$ cat config.mk
export PLATFORM = sky130hd
export DESIGN_NAME = alarm_mode_ctrl
export DESIGN_NICKNAME = d
export VERILOG_FILES = /design/src/rtl/alarm_mode_ctrl.sv
export SDC_FILE = /design/constraint.sdc
export NUM_CORES = 1
export LEC_CHECK = 0
export ABC_AREA = 1
export CAP_MARGIN = 25
export CORE_ASPECT_RATIO = 1.2
export CORE_MARGIN = 5
export CORE_UTILIZATION = 54
export CTS_BUF_LIST = sky130_fd_sc_hd__clkbuf_8 sky130_fd_sc_hd__clkbuf_16
export DETAILED_ROUTE_END_ITERATION = 7
export GPL_TIMING_DRIVEN = 0
export MAX_ROUTING_LAYER = met4
export PLACE_DENSITY_LB_ADDON = 0.25
export SYNTH_ARGS = -nofsm -noshare
export SYNTH_HDL_FRONTEND = slang
export SYNTH_SLANG_ARGS = --single-unit
$ cat constraint.sdc
create_clock -name clk_i -period 3.6 [get_ports clk_i]
set_input_delay 0.72 -clock clk_i [delete_from_list [all_inputs] [get_ports clk_i]]
set_output_delay 0.72 -clock clk_i [all_outputs]
set_load 0.02 [all_outputs]
$ cat src/rtl/alarm_mode_ctrl.sv
// alarm_mode_ctrl: mode sequencer and alarm controller for the wall clock.
// Steps through RUN / set-time / set-alarm modes on the center button and
// emits one-cycle hour/minute adjust strobes to the time counters. It also
// edits the stored alarm time, and handles alarm compare, ring, timeout and
// (optionally) snooze.
//
// Optional feature macro: ALARM_SNOOZE_EN (snooze on up/down while ringing).
//
// Ports:
//   clk_i, reset_i           clock, synchronous active-high reset
//   tick_1s_i                one-cycle pulse per second
//   up/down/center_pulse_i   debounced one-cycle button presses
//   cur_hour/min/sec_i       running time of day
//   state_o                  RUN=0 ST_H=1 ST_M=2 SA_H=3 SA_M=4 RING=5
//   inc/dec_hour/min_o       one-cycle adjust strobes to the time counters
//   alarm_hour/min_o         stored alarm time
//   alarm_armed_o            alarm enabled
//   ringing_o                high while ringing
//   disp_sel_o               0 = show time, 1 = show alarm
//   blink_field_o            0 = none, 1 = hours, 2 = minutes
module alarm_mode_ctrl #(
   parameter int unsigned RING_SECS  = 60,
   parameter int unsigned SNOOZE_MIN = 5
) (
   input  logic       clk_i,
   input  logic       reset_i,
   input  logic       tick_1s_i,
   input  logic       up_pulse_i,
   input  logic       down_pulse_i,
   input  logic       center_pulse_i,
   input  logic [4:0] cur_hour_i,
   input  logic [5:0] cur_min_i,
   input  logic [5:0] cur_sec_i,
   output logic [2:0] state_o,
   output logic       inc_hour_o,
   output logic       dec_hour_o,
   output logic       inc_min_o,
   output logic       dec_min_o,
   output logic [4:0] alarm_hour_o,
   output logic [5:0] alarm_min_o,
   output logic       alarm_armed_o,
   output logic       ringing_o,
   output logic       disp_sel_o,
   output logic [1:0] blink_field_o
);

   localparam int unsigned HOUR_W = 5;
   localparam int unsigned MIN_W  = 6;
   localparam int unsigned CNT_W  = 8;

   // Reject out-of-range parameters at elaboration.
   if (RING_SECS < 1 || RING_SECS > 255 || SNOOZE_MIN < 1 || SNOOZE_MIN > 59) begin : g_param_check
      $error("alarm_mode_ctrl: RING_SECS or SNOOZE_MIN out of range");
   end

   typedef enum logic [2:0] {
      S_RUN  = 3'd0,
      S_ST_H = 3'd1,
      S_ST_M = 3'd2,
      S_SA_H = 3'd3,
      S_SA_M = 3'd4,
      S_RING = 3'd5
   } state_e;

   state_e            state_q, state_d;
   logic              inc_hour_q, inc_hour_d, dec_hour_q, dec_hour_d;
   logic              inc_min_q, inc_min_d, dec_min_q, dec_min_d;
   logic [HOUR_W-1:0] alarm_hour_q, alarm_hour_d;
   logic [MIN_W-1:0]  alarm_min_q, alarm_min_d;
   logic              armed_q, armed_d;
   logic              fired_q, fired_d;
   logic [CNT_W-1:0]  ring_cnt_q, ring_cnt_d;

   // Button qualification: center beats up/down, up+down together cancel.
   logic up_c, dn_c, ctr_c;
   assign ctr_c = center_pulse_i;
   assign up_c  = up_pulse_i & ~down_pulse_i & ~center_pulse_i;
   assign dn_c  = down_pulse_i & ~up_pulse_i & ~center_pulse_i;

   logic alarm_match_c, snz_match_c, trig_c;
   assign alarm_match_c = (cur_hour_i == alarm_hour_q) && (cur_min_i == alarm_min_q);

`ifdef ALARM_SNOOZE_EN
   logic              snz_pend_q, snz_pend_d;
   logic [HOUR_W-1:0] snz_hour_q, snz_hour_d, match_hour_q, match_hour_d;
   logic [MIN_W-1:0]  snz_min_q, snz_min_d, match_min_q, match_min_d;
   logic [HOUR_W-1:0] snz_next_hour_c;
   logic [MIN_W-1:0]  snz_next_min_c;
   logic [MIN_W:0]    snz_sum_c;

   assign snz_match_c = snz_pend_q && (cur_hour_i == snz_hour_q) && (cur_min_i == snz_min_q);

   // Snooze time = time that started this ring + SNOOZE_MIN, wrapping into the hour.
   always_comb begin
      snz_sum_c       = (MIN_W+1)'(match_min_q) + (MIN_W+1)'(SNOOZE_MIN);
      snz_next_min_c  = MIN_W'(snz_sum_c);
      snz_next_hour_c = match_hour_q;
      if (snz_sum_c >= (MIN_W+1)'(60)) begin
         snz_next_min_c  = MIN_W'(snz_sum_c - (MIN_W+1)'(60));
         snz_next_hour_c = (match_hour_q == HOUR_W'(23)) ? '0 : match_hour_q + HOUR_W'(1);
      end
   end
`else
   assign snz_match_c = 1'b0;
`endif

   assign trig_c = (state_q == S_RUN) && armed_q && (cur_sec_i == '0) && !fired_q &&
                   (alarm_match_c || snz_match_c);

   // Next-state and register-update logic.
   always_comb begin
      state_d      = state_q;
      inc_hour_d   = 1'b0;
      dec_hour_d   = 1'b0;
      inc_min_d    = 1'b0;
      dec_min_d    = 1'b0;
      alarm_hour_d = alarm_hour_q;
      alarm_min_d  = alarm_min_q;
      armed_d      = armed_q;
      fired_d      = fired_q;
      ring_cnt_d   = ring_cnt_q;
`ifdef ALARM_SNOOZE_EN
      snz_pend_d   = snz_pend_q;
      snz_hour_d   = snz_hour_q;
      snz_min_d    = snz_min_q;
      match_hour_d = match_hour_q;
      match_min_d  = match_min_q;
`endif
      // Leaving the alarm minute re-enables the trigger.
      if (fired_q && (cur_min_i != alarm_min_q)) fired_d = 1'b0;

      unique case (state_q)
         S_RUN: begin
            if (trig_c) begin
               state_d    = S_RING;
               fired_d    = 1'b1;
               ring_cnt_d = '0;
`ifdef ALARM_SNOOZE_EN
               snz_pend_d   = 1'b0;
               match_hour_d = cur_hour_i;
               match_min_d  = cur_min_i;
`endif
            end else if (ctr_c) begin
               state_d = S_ST_H;
            end else if (up_c) begin
               armed_d = ~armed_q;
`ifdef ALARM_SNOOZE_EN
               if (armed_q) snz_pend_d = 1'b0;
`endif
            end
         end
         S_ST_H: begin
            if (ctr_c) state_d = S_ST_M;
            inc_hour_d = up_c;
            dec_hour_d = dn_c;
         end
         S_ST_M: begin
            if (ctr_c) state_d = S_SA_H;
            inc_min_d = up_c;
            dec_min_d = dn_c;
         end
         S_SA_H: begin
            if (ctr_c) state_d = S_SA_M;
            else if (up_c) alarm_hour_d = (alarm_hour_q == HOUR_W'(23)) ? '0 : alarm_hour_q + HOUR_W'(1);
            else if (dn_c) alarm_hour_d = (alarm_hour_q == '0) ? HOUR_W'(23) : alarm_hour_q - HOUR_W'(1);
         end
         S_SA_M: begin
            if (ctr_c) state_d = S_RUN;
            else if (up_c) alarm_min_d = (alarm_min_q == MIN_W'(59)) ? '0 : alarm_min_q + MIN_W'(1);
            else if (dn_c) alarm_min_d = (alarm_min_q == '0) ? MIN_W'(59) : alarm_min_q - MIN_W'(1);
         end
         S_RING: begin
            if (ctr_c) begin
               state_d = S_RUN;
`ifdef ALARM_SNOOZE_EN
               snz_pend_d = 1'b0;
`endif
            end else if (up_c || dn_c) begin
               state_d = S_RUN;
`ifdef ALARM_SNOOZE_EN
               snz_pend_d = 1'b1;
               snz_hour_d = snz_next_hour_c;
               snz_min_d  = snz_next_min_c;
`endif
            end else if (tick_1s_i) begin
               // Timeout on the RING_SECS-th tick behaves as a dismiss.
               if (ring_cnt_q == CNT_W'(RING_SECS - 1)) begin
                  state_d = S_RUN;
`ifdef ALARM_SNOOZE_EN
                  snz_pend_d = 1'b0;
`endif
               end else begin
                  ring_cnt_d = ring_cnt_q + CNT_W'(1);
               end
            end
         end
         default: state_d = S_RUN;
      endcase
   end

   always_ff @(posedge clk_i) begin
      if (reset_i) begin
         state_q      <= S_RUN;
         inc_hour_q   <= 1'b0;
         dec_hour_q   <= 1'b0;
         inc_min_q    <= 1'b0;
         dec_min_q    <= 1'b0;
         alarm_hour_q <= '0;
         alarm_min_q  <= '0;
         armed_q      <= 1'b0;
         fired_q      <= 1'b0;
         ring_cnt_q   <= '0;
`ifdef ALARM_SNOOZE_EN
         snz_pend_q   <= 1'b0;
         snz_hour_q   <= '0;
         snz_min_q    <= '0;
         match_hour_q <= '0;
         match_min_q  <= '0;
`endif
      end else begin
         state_q      <= state_d;
         inc_hour_q   <= inc_hour_d;
         dec_hour_q   <= dec_hour_d;
         inc_min_q    <= inc_min_d;
         dec_min_q    <= dec_min_d;
         alarm_hour_q <= alarm_hour_d;
         alarm_min_q  <= alarm_min_d;
         armed_q      <= armed_d;
         fired_q      <= fired_d;
         ring_cnt_q   <= ring_cnt_d;
`ifdef ALARM_SNOOZE_EN
         snz_pend_q   <= snz_pend_d;
         snz_hour_q   <= snz_hour_d;
         snz_min_q    <= snz_min_d;
         match_hour_q <= match_hour_d;
         match_min_q  <= match_min_d;
`endif
      end
   end

   // Display decode straight off the state register.
   assign state_o       = state_q;
   assign inc_hour_o    = inc_hour_q;
   assign dec_hour_o    = dec_hour_q;
   assign inc_min_o     = inc_min_q;
   assign dec_min_o     = dec_min_q;
   assign alarm_hour_o  = alarm_hour_q;
   assign alarm_min_o   = alarm_min_q;
   assign alarm_armed_o = armed_q;
   assign ringing_o     = (state_q == S_RING);
   assign disp_sel_o    = (state_q == S_SA_H) || (state_q == S_SA_M);
   assign blink_field_o = ((state_q == S_ST_H) || (state_q == S_SA_H)) ? 2'd1 :
                          ((state_q == S_ST_M) || (state_q == S_SA_M)) ? 2'd2 : 2'd0;

endmodule

==> impl_results.html, run 1 <==
<table>
<tr><th>Metric</th><th>Value</th></tr>
<tr><th colspan="2">Synthesis</th></tr>
<tr><td>Number of synthesized flops with an enable pin</td><td>0</td></tr>
<tr><td>Portion of netlist area occupied by mux cells</td><td>0%</td></tr>
<tr><td>Top cells by area in the synthesized netlist</td><td>sky130_fd_sc_hd__dfxtp_1, sky130_fd_sc_hd__nand2_1, sky130_fd_sc_hd__nand3_1</td></tr>
<tr><td>Most repeated cell in the gate-level netlist after synthesis</td><td>sky130_fd_sc_hd__nand2_1</td></tr>
<tr><td>Largest area contributor in the synthesized netlist</td><td>sky130_fd_sc_hd__dfxtp_1</td></tr>
<tr><td>Distinct cell type count after synthesis</td><td>32</td></tr>
<tr><td>Post-synthesis adder-cell area fraction</td><td>~3.8%</td></tr>
<tr><td>Per-instance average area after synthesis</td><td>~6.5 sq um</td></tr>
<tr><td>Synth Net Count</td><td>around 340</td></tr>
<tr><td>Sequential cell area fraction in the yosys report</td><td>between 20% and 30%</td></tr>
<tr><td>Combinational family with the most area after synthesis</td><td>simple AND/OR/NAND/NOR gates</td></tr>
<tr><td>Fraction of synthesis flops using an asynchronous set or reset pin</td><td>0%</td></tr>
<tr><td>Cell count after synthesis</td><td>a little over 300</td></tr>
<tr><td>Xor and xnor fraction of the mapped netlist area</td><td>approximately 6.2%</td></tr>
<tr><td>Ys Warns</td><td>0</td></tr>
<tr><td>#FFs+latches synth</td><td>28</td></tr>
<tr><td>Most used standard cells in the synthesized netlist</td><td>sky130_fd_sc_hd__nand2_1, sky130_fd_sc_hd__inv_1, sky130_fd_sc_hd__nor2_1</td></tr>
<tr><td>Basic-gate share of the synthesized area counting and, or, nand and nor cells</td><td>36.33%</td></tr>
<tr><td>Primary FF master, synth</td><td>sky130_fd_sc_hd__dfxtp_1</td></tr>
<tr><td>Post-synthesis instance area</td><td>~2000 sq um</td></tr>
<tr><td>Area fraction of the dominant cell type after synthesis</td><td>between 20 and 30%</td></tr>
<tr><td>Synthesized-area fraction occupied by ao, oa, aoi and oai cells</td><td>14.62%</td></tr>
<tr><th colspan="2">STA</th></tr>
<tr><td>Clock period minus worst slack</td><td>around 2.7 ns</td></tr>
<tr><td>Max-slew violation total from the final report</td><td>0</td></tr>
<tr><td>Max Clk Rate</td><td>around 370 MHz</td></tr>
<tr><td>Setup total negative slack</td><td>0 ns</td></tr>
<tr><td>Worst relative slew slack</td><td>around 72%</td></tr>
<tr><td>Final hold violations</td><td>0</td></tr>
<tr><td>Worst path setup slack after routing</td><td>slightly above 0.9 ns</td></tr>
<tr><td>RSZ-0062 raised after global routing</td><td>no</td></tr>
<tr><td>Endpoints failing setup</td><td>0</td></tr>
<tr><td>Fraction of the cycle the final worst path needs</td><td>between 70% and 80%</td></tr>
<tr><td>Measured slew at the worst slew-check pin</td><td>approximately 0.42 ns</td></tr>
<tr><td>Worst clock skew</td><td>a little under 0.008 ns</td></tr>
<tr><th colspan="2">Route</th></tr>
<tr><td>Via-per-instance ratio</td><td>5.249</td></tr>
<tr><td>Number of routed nets with antenna violations</td><td>0</td></tr>
<tr><td>Routed WL</td><td>4850 microns</td></tr>
<tr><td>Overall via count from detail_route</td><td>approximately 2100</td></tr>
<tr><td>First-pass detailed-route iteration total</td><td>4</td></tr>
<tr><td>Routed wire per std cell</td><td>~12 microns</td></tr>
<tr><td>Post-route DRC violation count</td><td>0</td></tr>
<tr><td>Violation count after the first detailed-routing iteration</td><td>between 100 and 150</td></tr>
<tr><th colspan="2">Setup path</th></tr>
<tr><td>Reg2Reg Capture Point</td><td>alarm_hour_o[2]</td></tr>
<tr><td>Cell with the most instances on the worst path</td><td>sky130_fd_sc_hd__nand2_1</td></tr>
<tr><td>Critical path data arrival time</td><td>1.95 ns</td></tr>
<tr><td>Crit Reg-Reg Startpoint</td><td>state_o[0]</td></tr>
<tr><td>Nature of the critical path endpoint</td><td>output port</td></tr>
<tr><td>Slowest stage cell on the critical path</td><td>sky130_fd_sc_hd__clkdlybuf4s50_1</td></tr>
<tr><td>Startpoint types</td><td>flip-flop</td></tr>
<tr><td>Data required time of the worst path</td><td>between 2 and 3 ns</td></tr>
<tr><td>Critical path class</td><td>reg -&gt; out</td></tr>
<tr><td>Crit path cell chain</td><td>inv_1 -&gt; nor2_1 -&gt; nand2_1 -&gt; nand2_1 -&gt; clkdlybuf4s50_1</td></tr>
<tr><td>Worst reg2reg path depth</td><td>7</td></tr>
<tr><td>Highest cell delay on the worst timing path</td><td>between 0.6 and 0.7 ns</td></tr>
<tr><td>Register-to-register path setup slack</td><td>1.91 ns</td></tr>
<tr><td>Max Fanout on Critical Path</td><td>5</td></tr>
<tr><th colspan="2">Place</th></tr>
<tr><td>Number of I/O port buffers</td><td>44</td></tr>
<tr><td># placed instances</td><td>~390</td></tr>
<tr><td>Worst Setup Slack post-DPL</td><td>about 1.1 ns</td></tr>
<tr><td>HPWL reported at the end of detailed placement</td><td>between 3000 and 4000 microns</td></tr>
<tr><td>Final GP Congestion</td><td>between 0.8 and 0.9</td></tr>
<tr><th colspan="2">Worst hold path</th></tr>
<tr><td>End point of the worst hold path</td><td>fired_q</td></tr>
<tr><td>Hold-critical path depth</td><td>2</td></tr>
<tr><td>Origin of the worst min-delay path</td><td>fired_q</td></tr>
<tr><td>Path category of the worst min-delay check</td><td>reg -&gt; reg</td></tr>
<tr><th colspan="2">Clock network</th></tr>
<tr><td>Total number of H-tree levels</td><td>1</td></tr>
<tr><td>Buffers from clock root to sink, at most</td><td>2</td></tr>
<tr><td>Num CTS Buffers</td><td>3</td></tr>
<tr><td>Clk_lat worst skew</td><td>0.28 ns</td></tr>
<tr><td>Clock-pin slew reported for the worst setup and hold paths after clock tree synthesis</td><td>~0.1 ns</td></tr>
<tr><td>Clock tree from TritonCTS</td><td>built</td></tr>
<tr><td>Clock tree root buffer cell</td><td>sky130_fd_sc_hd__clkbuf_8</td></tr>
<tr><td>Postcts setup bufs</td><td>0</td></tr>
<tr><td>Number of hold buffers added after cts</td><td>0</td></tr>
<tr><td>PostCTS Resize Cnt</td><td>0</td></tr>
<tr><td>Clock sink total</td><td>28</td></tr>
<tr><th colspan="2">Layout</th></tr>
<tr><td>Post-Route Utilization</td><td>a little under three quarters</td></tr>
<tr><td>Proportion of layout cells with a drive suffix above 1</td><td>a little under a tenth</td></tr>
<tr><td>Number of nets at the end of the flow</td><td>roughly 380</td></tr>
<tr><td>Non-filler cells in the finished layout</td><td>393</td></tr>
<tr><td>Synthesis-to-finish area growth</td><td>28.35%</td></tr>
<tr><td>Antenna cells</td><td>0</td></tr>
<tr><th colspan="2">Pwr</th></tr>
<tr><td>Worst IR Drop VDD</td><td>roughly 0.20 mV</td></tr>
<tr><td>Power per unit of standard cell area</td><td>between 300 and 400 nW/um^2</td></tr>
<tr><td>Total power</td><td>approximately 0.00095 W</td></tr>
<tr><td>Leakage</td><td>~1.1 nW</td></tr>
<tr><th colspan="2">GRT</th></tr>
<tr><td>Number of antenna violations at the first check in global routing</td><td>0</td></tr>
<tr><td>Congestion Overflow GR</td><td>0</td></tr>
<tr><td>Pin count of the biggest net entering global routing</td><td>17</td></tr>
<tr><td>First-pass GRT wire length</td><td>8521 microns</td></tr>
<tr><td>Number of global-route vias before repair</td><td>a little under 2000</td></tr>
<tr><td>Total global-route track usage</td><td>around a fifth</td></tr>
<tr><th colspan="2">Floorplanning</th></tr>
<tr><td>Die outline area</td><td>~5000 sq um</td></tr>
<tr><td>Vert. Die Dim</td><td>around 76 microns</td></tr>
<tr><td>Starting density of the core</td><td>between 50% and 60%</td></tr>
<tr><td>Total I/O pin count</td><td>46</td></tr>
<tr><td>Die boundary width</td><td>roughly 65 microns</td></tr>
<tr><td>Area of the core</td><td>about 3600 sq um</td></tr>
<tr><td>Row cnt</td><td>24</td></tr>
<tr><th colspan="2">Job</th></tr>
<tr><td>MaxCap Viol Count</td><td>0</td></tr>
<tr><th colspan="2">Status</th></tr>
<tr><td>Outcome</td><td>completed</td></tr>
</table>
==> final cells by class <==
cell class / instances / area (sq um)
tap: 39 / 48.80
clock buffer: 3 / 41.29
sequential: 28 / 560.5
buffer: 6 / 37.54
clock inverter: 1 / 30.03
inverter: 45 / 173.9
timing repair buffer: 44 / 440.4
multi-input combinational: 227 / 1205
fill: 323 / 1036
==> worst max path at each step <==
stage                              start         endpoint  slack, ns  cells after the start
after global routing          state_o[0]       disp_sel_o       0.81                      5
after detailed placement  center_pulse_i  alarm_hour_o[2]       1.13                      9
after global placement        up_pulse_i  alarm_hour_o[2]       1.21                     10
final                         state_o[0]       disp_sel_o       0.93                      5
after floorplan               state_o[0]       disp_sel_o       1.51                      4
after CTS                     state_o[0]       disp_sel_o       0.95                      5
==> cell families after synthesis <==
kind of cell    after synthesis
fa+ha+maj                     6
compound gates               53
xor+xnor                     14
simple gates                154
buf+inv                      51
flops                        28
==> routing by layer <==
metal | vias up | global-route usage, % | wire length (microns)
li1 | 1090 | - | -
met5 | - | - | 0
met4 | 0 | 5.602 | 72
met2 | 33 | 37.79 | 2579
met3 | 7 | 1.770 | 113
met1 | 933 | 24.71 | 2085
==> metrics by stage <==
step           cell area (sq um)  hold WS [ns]
2_1_floorplan               1977        0.4433
3_3_place_gp                2466        0.4645
3_5_place_dp                2466        0.4626
4_1_cts                     2537        0.4872
5_1_grt                     2537        0.5326
6_report                    2537        0.4865
==> critical path, delay by kind of cell (launching register included) <==
family,cells,cell delay (ns)
simple gates,3,0.53
buf+inv,2,0.72
flops,1,0.43
==> cell usage in the layout, fill, tap and decap left out, drive strengths merged, types with 13 or more instances in the layout <==
cell type and instances:
nand2 71, clkdlybuf4s50 44, inv 44, nor2 37, dfxtp 28, nand3 28
a21oi 24, o21ai 22, xor2 13
==> sequential cells by signal, indices dropped and copies added, names as in the netlist <==
| name | cells |
|---|---|
| ring_cnt_q | 8 |
| inc_hour_o | 1 |
| state_o | 3 |
| alarm_min_o | 6 |
| alarm_hour_o | 5 |
| dec_hour_o | 1 |
| inc_min_o | 1 |
| fired_q | 1 |
| alarm_armed_o | 1 |
| dec_min_o | 1 |
==> power breakdown <==
group	switching [W]	total, W	internal (W)
Clock	0.000100	0.000249	0.000149
Sequential	0.0000313	0.000367	0.000336
Combinational	0.000202	0.000339	0.000136
Total	0.000334	0.000955	0.000621
Power figures use the tool's default switching activity.
==> run 2, diff against run 1 <==
--- a/config.mk
+++ b/config.mk
@@ -9,7 +9,7 @@
 export CAP_MARGIN = 25
 export CORE_ASPECT_RATIO = 1.2
 export CORE_MARGIN = 5
-export CORE_UTILIZATION = 54
+export CORE_UTILIZATION = 45
 export CTS_BUF_LIST = sky130_fd_sc_hd__clkbuf_8 sky130_fd_sc_hd__clkbuf_16
 export DETAILED_ROUTE_END_ITERATION = 7
 export GPL_TIMING_DRIVEN = 0
==> constraint.sdc (replaced) <==
create_clock -name clk_i -period 2.34 [get_ports clk_i]
set_input_delay 0.468 -clock clk_i [delete_from_list [all_inputs] [get_ports clk_i]]
set_output_delay 0.468 -clock clk_i [all_outputs]
set_load 0.02 [all_outputs]
==> run 2 against run 1 <==
Sequential cell count unchanged; count of clock-buffer cells in the layout rose by 1; setup slack worse by 0.79 ns; sequential share of layout area is 0.087 points lower; die area rose by 17%; critical path depth is 2 lower; largest power group unchanged.
==> impl_results.html, run 2 (same netlist as run 1, synthesis figures left out) <==
<table>
<tr><th>Metric</th><th>Value</th></tr>
<tr><th colspan="2">Pwr</th></tr>
<tr><td>Clk network pwr share</td><td>21.7% (was 26.1%)</td></tr>
<tr><td>Switching power summed over all nets</td><td>0.0005024 W (was 0.0003339 W)</td></tr>
<tr><td>Total power</td><td>0.001379 W (was 0.0009547 W)</td></tr>
<tr><td>Fraction of power consumed by sequential logic</td><td>40.9% (was 38.4%)</td></tr>
<tr><td>Leakage</td><td>1.136 nW (was 1.126 nW)</td></tr>
<tr><td>Worst IR Drop VDD</td><td>0.2307 mV (was 0.1953 mV)</td></tr>
<tr><td>Internal Dissipation</td><td>0.0008767 W (was 0.0006208 W)</td></tr>
<tr><td>Power per unit of standard cell area</td><td>541.4 nW/um^2 (was 376.3 nW/um^2)</td></tr>
<tr><td>Switching power as a share of total power</td><td>36.43% (was 34.97%)</td></tr>
<tr><td>Combinational group share of total power</td><td>37.3% (was 35.5%)</td></tr>
<tr><th colspan="2">STA</th></tr>
<tr><td>Endpoints failing setup</td><td>0 (unchanged)</td></tr>
<tr><td>Worst clock skew</td><td>0.01279 ns (was 0.007953 ns)</td></tr>
<tr><td>Final hold violations</td><td>0 (unchanged)</td></tr>
<tr><td>Final hold slack</td><td>0.4861 ns (was 0.4865 ns)</td></tr>
<tr><td>RSZ-0062 raised after global routing</td><td>no (unchanged)</td></tr>
<tr><td>Max Clk Rate</td><td>about 450 MHz</td></tr>
<tr><td>Setup total negative slack</td><td>0 ns (unchanged)</td></tr>
<tr><td>Fraction of the cycle the final worst path needs</td><td>~94%</td></tr>
<tr><td>Worst path setup slack after routing</td><td>0.1357 ns (was 0.9254 ns)</td></tr>
<tr><td>Clock period minus worst slack</td><td>approximately 2.2 ns</td></tr>
<tr><td>Max-slew violation total from the final report</td><td>0 (unchanged)</td></tr>
<tr><td>Measured slew at the worst slew-check pin</td><td>0.4187 ns (was 0.4184 ns)</td></tr>
<tr><td>Worst relative slew slack</td><td>72.09% (was 72.11%)</td></tr>
<tr><th colspan="2">Layout</th></tr>
<tr><td>FF+latch area</td><td>560.5 sq um (unchanged)</td></tr>
<tr><td>Highest-count cells in the layout ignoring fill and taps</td><td>sky130_fd_sc_hd__nand2_1, sky130_fd_sc_hd__clkdlybuf4s50_1, sky130_fd_sc_hd__inv_1 (was sky130_fd_sc_hd__nand2_1, sky130_fd_sc_hd__clkdlybuf4s50_1, sky130_fd_sc_hd__inv_1, sky130_fd_sc_hd__nor2_1, sky130_fd_sc_hd__dfxtp_1)</td></tr>
<tr><td>Final non-filler cell area</td><td>2547 sq um (was 2537 sq um)</td></tr>
<tr><td>Number of nets at the end of the flow</td><td>384 (unchanged)</td></tr>
<tr><td>Proportion of layout cells with a drive suffix above 1</td><td>9.322% (was 9.040%)</td></tr>
<tr><td>Antenna cells</td><td>0 (unchanged)</td></tr>
<tr><td>Synthesis-to-finish area growth</td><td>28.86% (was 28.35%)</td></tr>
<tr><td>Register with the most flip-flops</td><td>ring_cnt_q (unchanged)</td></tr>
<tr><td>Max FFs per register</td><td>8 (unchanged)</td></tr>
<tr><td>Filler Cells Inserted</td><td>411 (was 323)</td></tr>
<tr><td>Most common cell after layout, fill and taps aside</td><td>sky130_fd_sc_hd__nand2_1 (unchanged)</td></tr>
<tr><td>Area of combinational cells with multiple inputs</td><td>1207 sq um (was 1205 sq um)</td></tr>
<tr><th colspan="2">Setup path</th></tr>
<tr><td>Worst reg2reg path depth</td><td>12 (was 7)</td></tr>
<tr><td>Nature of the critical path endpoint</td><td>output port (unchanged)</td></tr>
<tr><td>Max Fanout on Critical Path</td><td>6 (was 5)</td></tr>
<tr><td>Critical path class</td><td>reg -&gt; out (unchanged)</td></tr>
<tr><td>Startpoint types</td><td>flip-flop (unchanged)</td></tr>
<tr><td>Critical path data arrival time</td><td>1.74 ns (was 1.95 ns)</td></tr>
<tr><td>Data required time of the worst path</td><td>1.87 ns (was 2.88 ns)</td></tr>
<tr><th colspan="2">Clock network</th></tr>
<tr><td>PostCTS Resize Cnt</td><td>1 (was 0)</td></tr>
<tr><td>Total number of H-tree levels</td><td>1 (unchanged)</td></tr>
<tr><td>Clock sink total</td><td>28 (unchanged)</td></tr>
<tr><td>Clock-pin slew reported for the worst setup and hold paths after clock tree synthesis</td><td>0.10 ns (about the same)</td></tr>
<tr><td>Number of hold buffers added after cts</td><td>0 (unchanged)</td></tr>
<tr><td>Postcts setup bufs</td><td>0 (unchanged)</td></tr>
<tr><td>Buffers from clock root to sink, at most</td><td>2 (unchanged)</td></tr>
<tr><td>Clk_lat worst skew</td><td>0.28 ns (about the same)</td></tr>
<tr><td>Num CTS Buffers</td><td>3 (unchanged)</td></tr>
<tr><td>Clock tree root buffer cell</td><td>sky130_fd_sc_hd__clkbuf_8 (unchanged)</td></tr>
<tr><td>Clock tree from TritonCTS</td><td>built (unchanged)</td></tr>
<tr><th colspan="2">Status</th></tr>
<tr><td>Outcome</td><td>completed (unchanged)</td></tr>
<tr><th colspan="2">GRT</th></tr>
<tr><td>Number of antenna violations at the first check in global routing</td><td>0 (unchanged)</td></tr>
<tr><td>Congestion Overflow GR</td><td>0 (unchanged)</td></tr>
<tr><td>Total global-route track usage</td><td>17.29% (was 21.07%)</td></tr>
<tr><td>First-pass GRT wire length</td><td>8004 microns (was 8521 microns)</td></tr>
<tr><td>Pin count of the biggest net entering global routing</td><td>16 (was 17)</td></tr>
<tr><td>Number of global-route vias before repair</td><td>1874 (was 1944)</td></tr>
<tr><th colspan="2">Floorplanning</th></tr>
<tr><td>Die boundary width</td><td>70.51 microns (was 65.24 microns)</td></tr>
<tr><td>Vert. Die Dim</td><td>82.61 microns (was 76.28 microns)</td></tr>
<tr><td>Die outline area</td><td>5824 sq um (was 4976 sq um)</td></tr>
<tr><td>Total I/O pin count</td><td>46 (unchanged)</td></tr>
<tr><td>Row cnt</td><td>26 (was 24)</td></tr>
<tr><td>Area of the core</td><td>4262 sq um (was 3573 sq um)</td></tr>
<tr><td>Starting density of the core</td><td>46.39% (was 55.32%)</td></tr>
<tr><th colspan="2">Place</th></tr>
<tr><td>Placed instance area</td><td>2487 sq um (was 2466 sq um)</td></tr>
<tr><td>Worst Setup Slack post-DPL</td><td>0.1686 ns (was 1.127 ns)</td></tr>
<tr><td>Number of I/O port buffers</td><td>44 (unchanged)</td></tr>
<tr><td>HPWL reported at the end of detailed placement</td><td>3843 microns (was 3738 microns)</td></tr>
<tr><td>Final GP Congestion</td><td>0.8886 (was 0.8896)</td></tr>
<tr><th colspan="2">Route</th></tr>
<tr><td>Routed wire per std cell</td><td>11.76 microns (was 12.34 microns)</td></tr>
<tr><td>Via-per-instance ratio</td><td>5.093 (was 5.249)</td></tr>
<tr><td>Post-route DRC violation count</td><td>0 (unchanged)</td></tr>
<tr><td>Routed WL</td><td>4821 microns (was 4850 microns)</td></tr>
<tr><td>Overall via count from detail_route</td><td>2088 (was 2063)</td></tr>
<tr><td>Violation count after the first detailed-routing iteration</td><td>85 (was 145)</td></tr>
<tr><td>Number of routed nets with antenna violations</td><td>0 (unchanged)</td></tr>
<tr><td>First-pass detailed-route iteration total</td><td>4 (unchanged)</td></tr>
<tr><th colspan="2">Worst hold path</th></tr>
<tr><td>Hold-critical path depth</td><td>2 (unchanged)</td></tr>
<tr><td>Path category of the worst min-delay check</td><td>reg -&gt; reg (unchanged)</td></tr>
<tr><th colspan="2">Job</th></tr>
<tr><td>MaxCap Viol Count</td><td>0 (unchanged)</td></tr>
</table>
-- run 2: metrics by stage --
step           instances  utilization [%]
6_report             410            59.78
3_3_place_gp         406            58.37
2_1_floorplan        306                -
3_5_place_dp         406            58.37
5_1_grt              410            59.78
4_1_cts              410            59.72
-- run 2: layout make-up --
type	instances	share of cell area [%]
buffer	6	1.473
clock buffer	4	2.161
inverter	45	6.827
multi-input combinational	227	47.40
sequential	28	22.00
tap	56	2.750
timing repair buffer	44	17.39
-- run 2: worst paths after layout --
kind / from / to / slack [ns]
setup reg to reg: alarm_min_o[2] / state_o[2] / 0.69
setup / recovery: state_o[2] / blink_field_o[1] / 0.14
hold reg to reg: ring_cnt_q[5] / ring_cnt_q[5] / 0.49
hold / removal: ring_cnt_q[5] / ring_cnt_q[5] / 0.49
-- run 2: metal layers --
layer	part of all wire [%]	up-vias	GRT usage, %
met3	2.0	7	1.574
met1	43	958	18.80
met5	0	-	-
met4	2.1	0	7.663
li1	-	1093	-
met2	53	30	32.21
-- run 2: critical path: stages, from the launching register on --
cell and delay [ns]:
sky130_fd_sc_hd__dfxtp_1 0.49, sky130_fd_sc_hd__nand3_1 0.24, sky130_fd_sc_hd__nand2_1 0.12, sky130_fd_sc_hd__clkdlybuf4s50_1 0.60
-- run 2: power groups by stage --
stage | clock network (W) | logic [W] | registers (W)
after floorplan | 0 | 0.000332 | 0.000587
after global placement | 0 | 0.000510 | 0.000574
after detailed placement | 0 | 0.000518 | 0.000575
after CTS | 0.000312 | 0.000520 | 0.000564
after global routing | 0.000328 | 0.000572 | 0.000574
final | 0.000300 | 0.000515 | 0.000564
==> run 3, diff against run 2 <==
--- a/config.mk
+++ b/config.mk
@@ -6,11 +6,11 @@
 export NUM_CORES = 1
 export LEC_CHECK = 0
 export ABC_AREA = 1
-export CAP_MARGIN = 25
 export CORE_ASPECT_RATIO = 1.2
 export CORE_MARGIN = 5
-export CORE_UTILIZATION = 45
+export CORE_UTILIZATION = 54
 export CTS_BUF_LIST = sky130_fd_sc_hd__clkbuf_8 sky130_fd_sc_hd__clkbuf_16
+export CTS_CLUSTER_SIZE = 16
 export DETAILED_ROUTE_END_ITERATION = 7
 export GPL_TIMING_DRIVEN = 0
 export MAX_ROUTING_LAYER = met4
==> constraint.sdc (replaced) <==
create_clock -name clk_i -period 2.8 [get_ports clk_i]
set_input_delay 0.56 -clock clk_i [delete_from_list [all_inputs] [get_ports clk_i]]
set_output_delay 0.56 -clock clk_i [all_outputs]
set_load 0.02 [all_outputs]
==> results of run 3 <==
The final DEF is identical to that of run 1. Status: completed.
Among the figures that moved: setup slack after placement 1.127 ns -> 0.4874 ns; setup slack after layout 0.9254 ns -> 0.2854 ns; register-to-register setup slack 1.91 ns -> 1.11 ns; total power 0.0009547 W -> 0.001228 W; worst IR drop on VDD 0.1953 mV -> 0.2511 mV
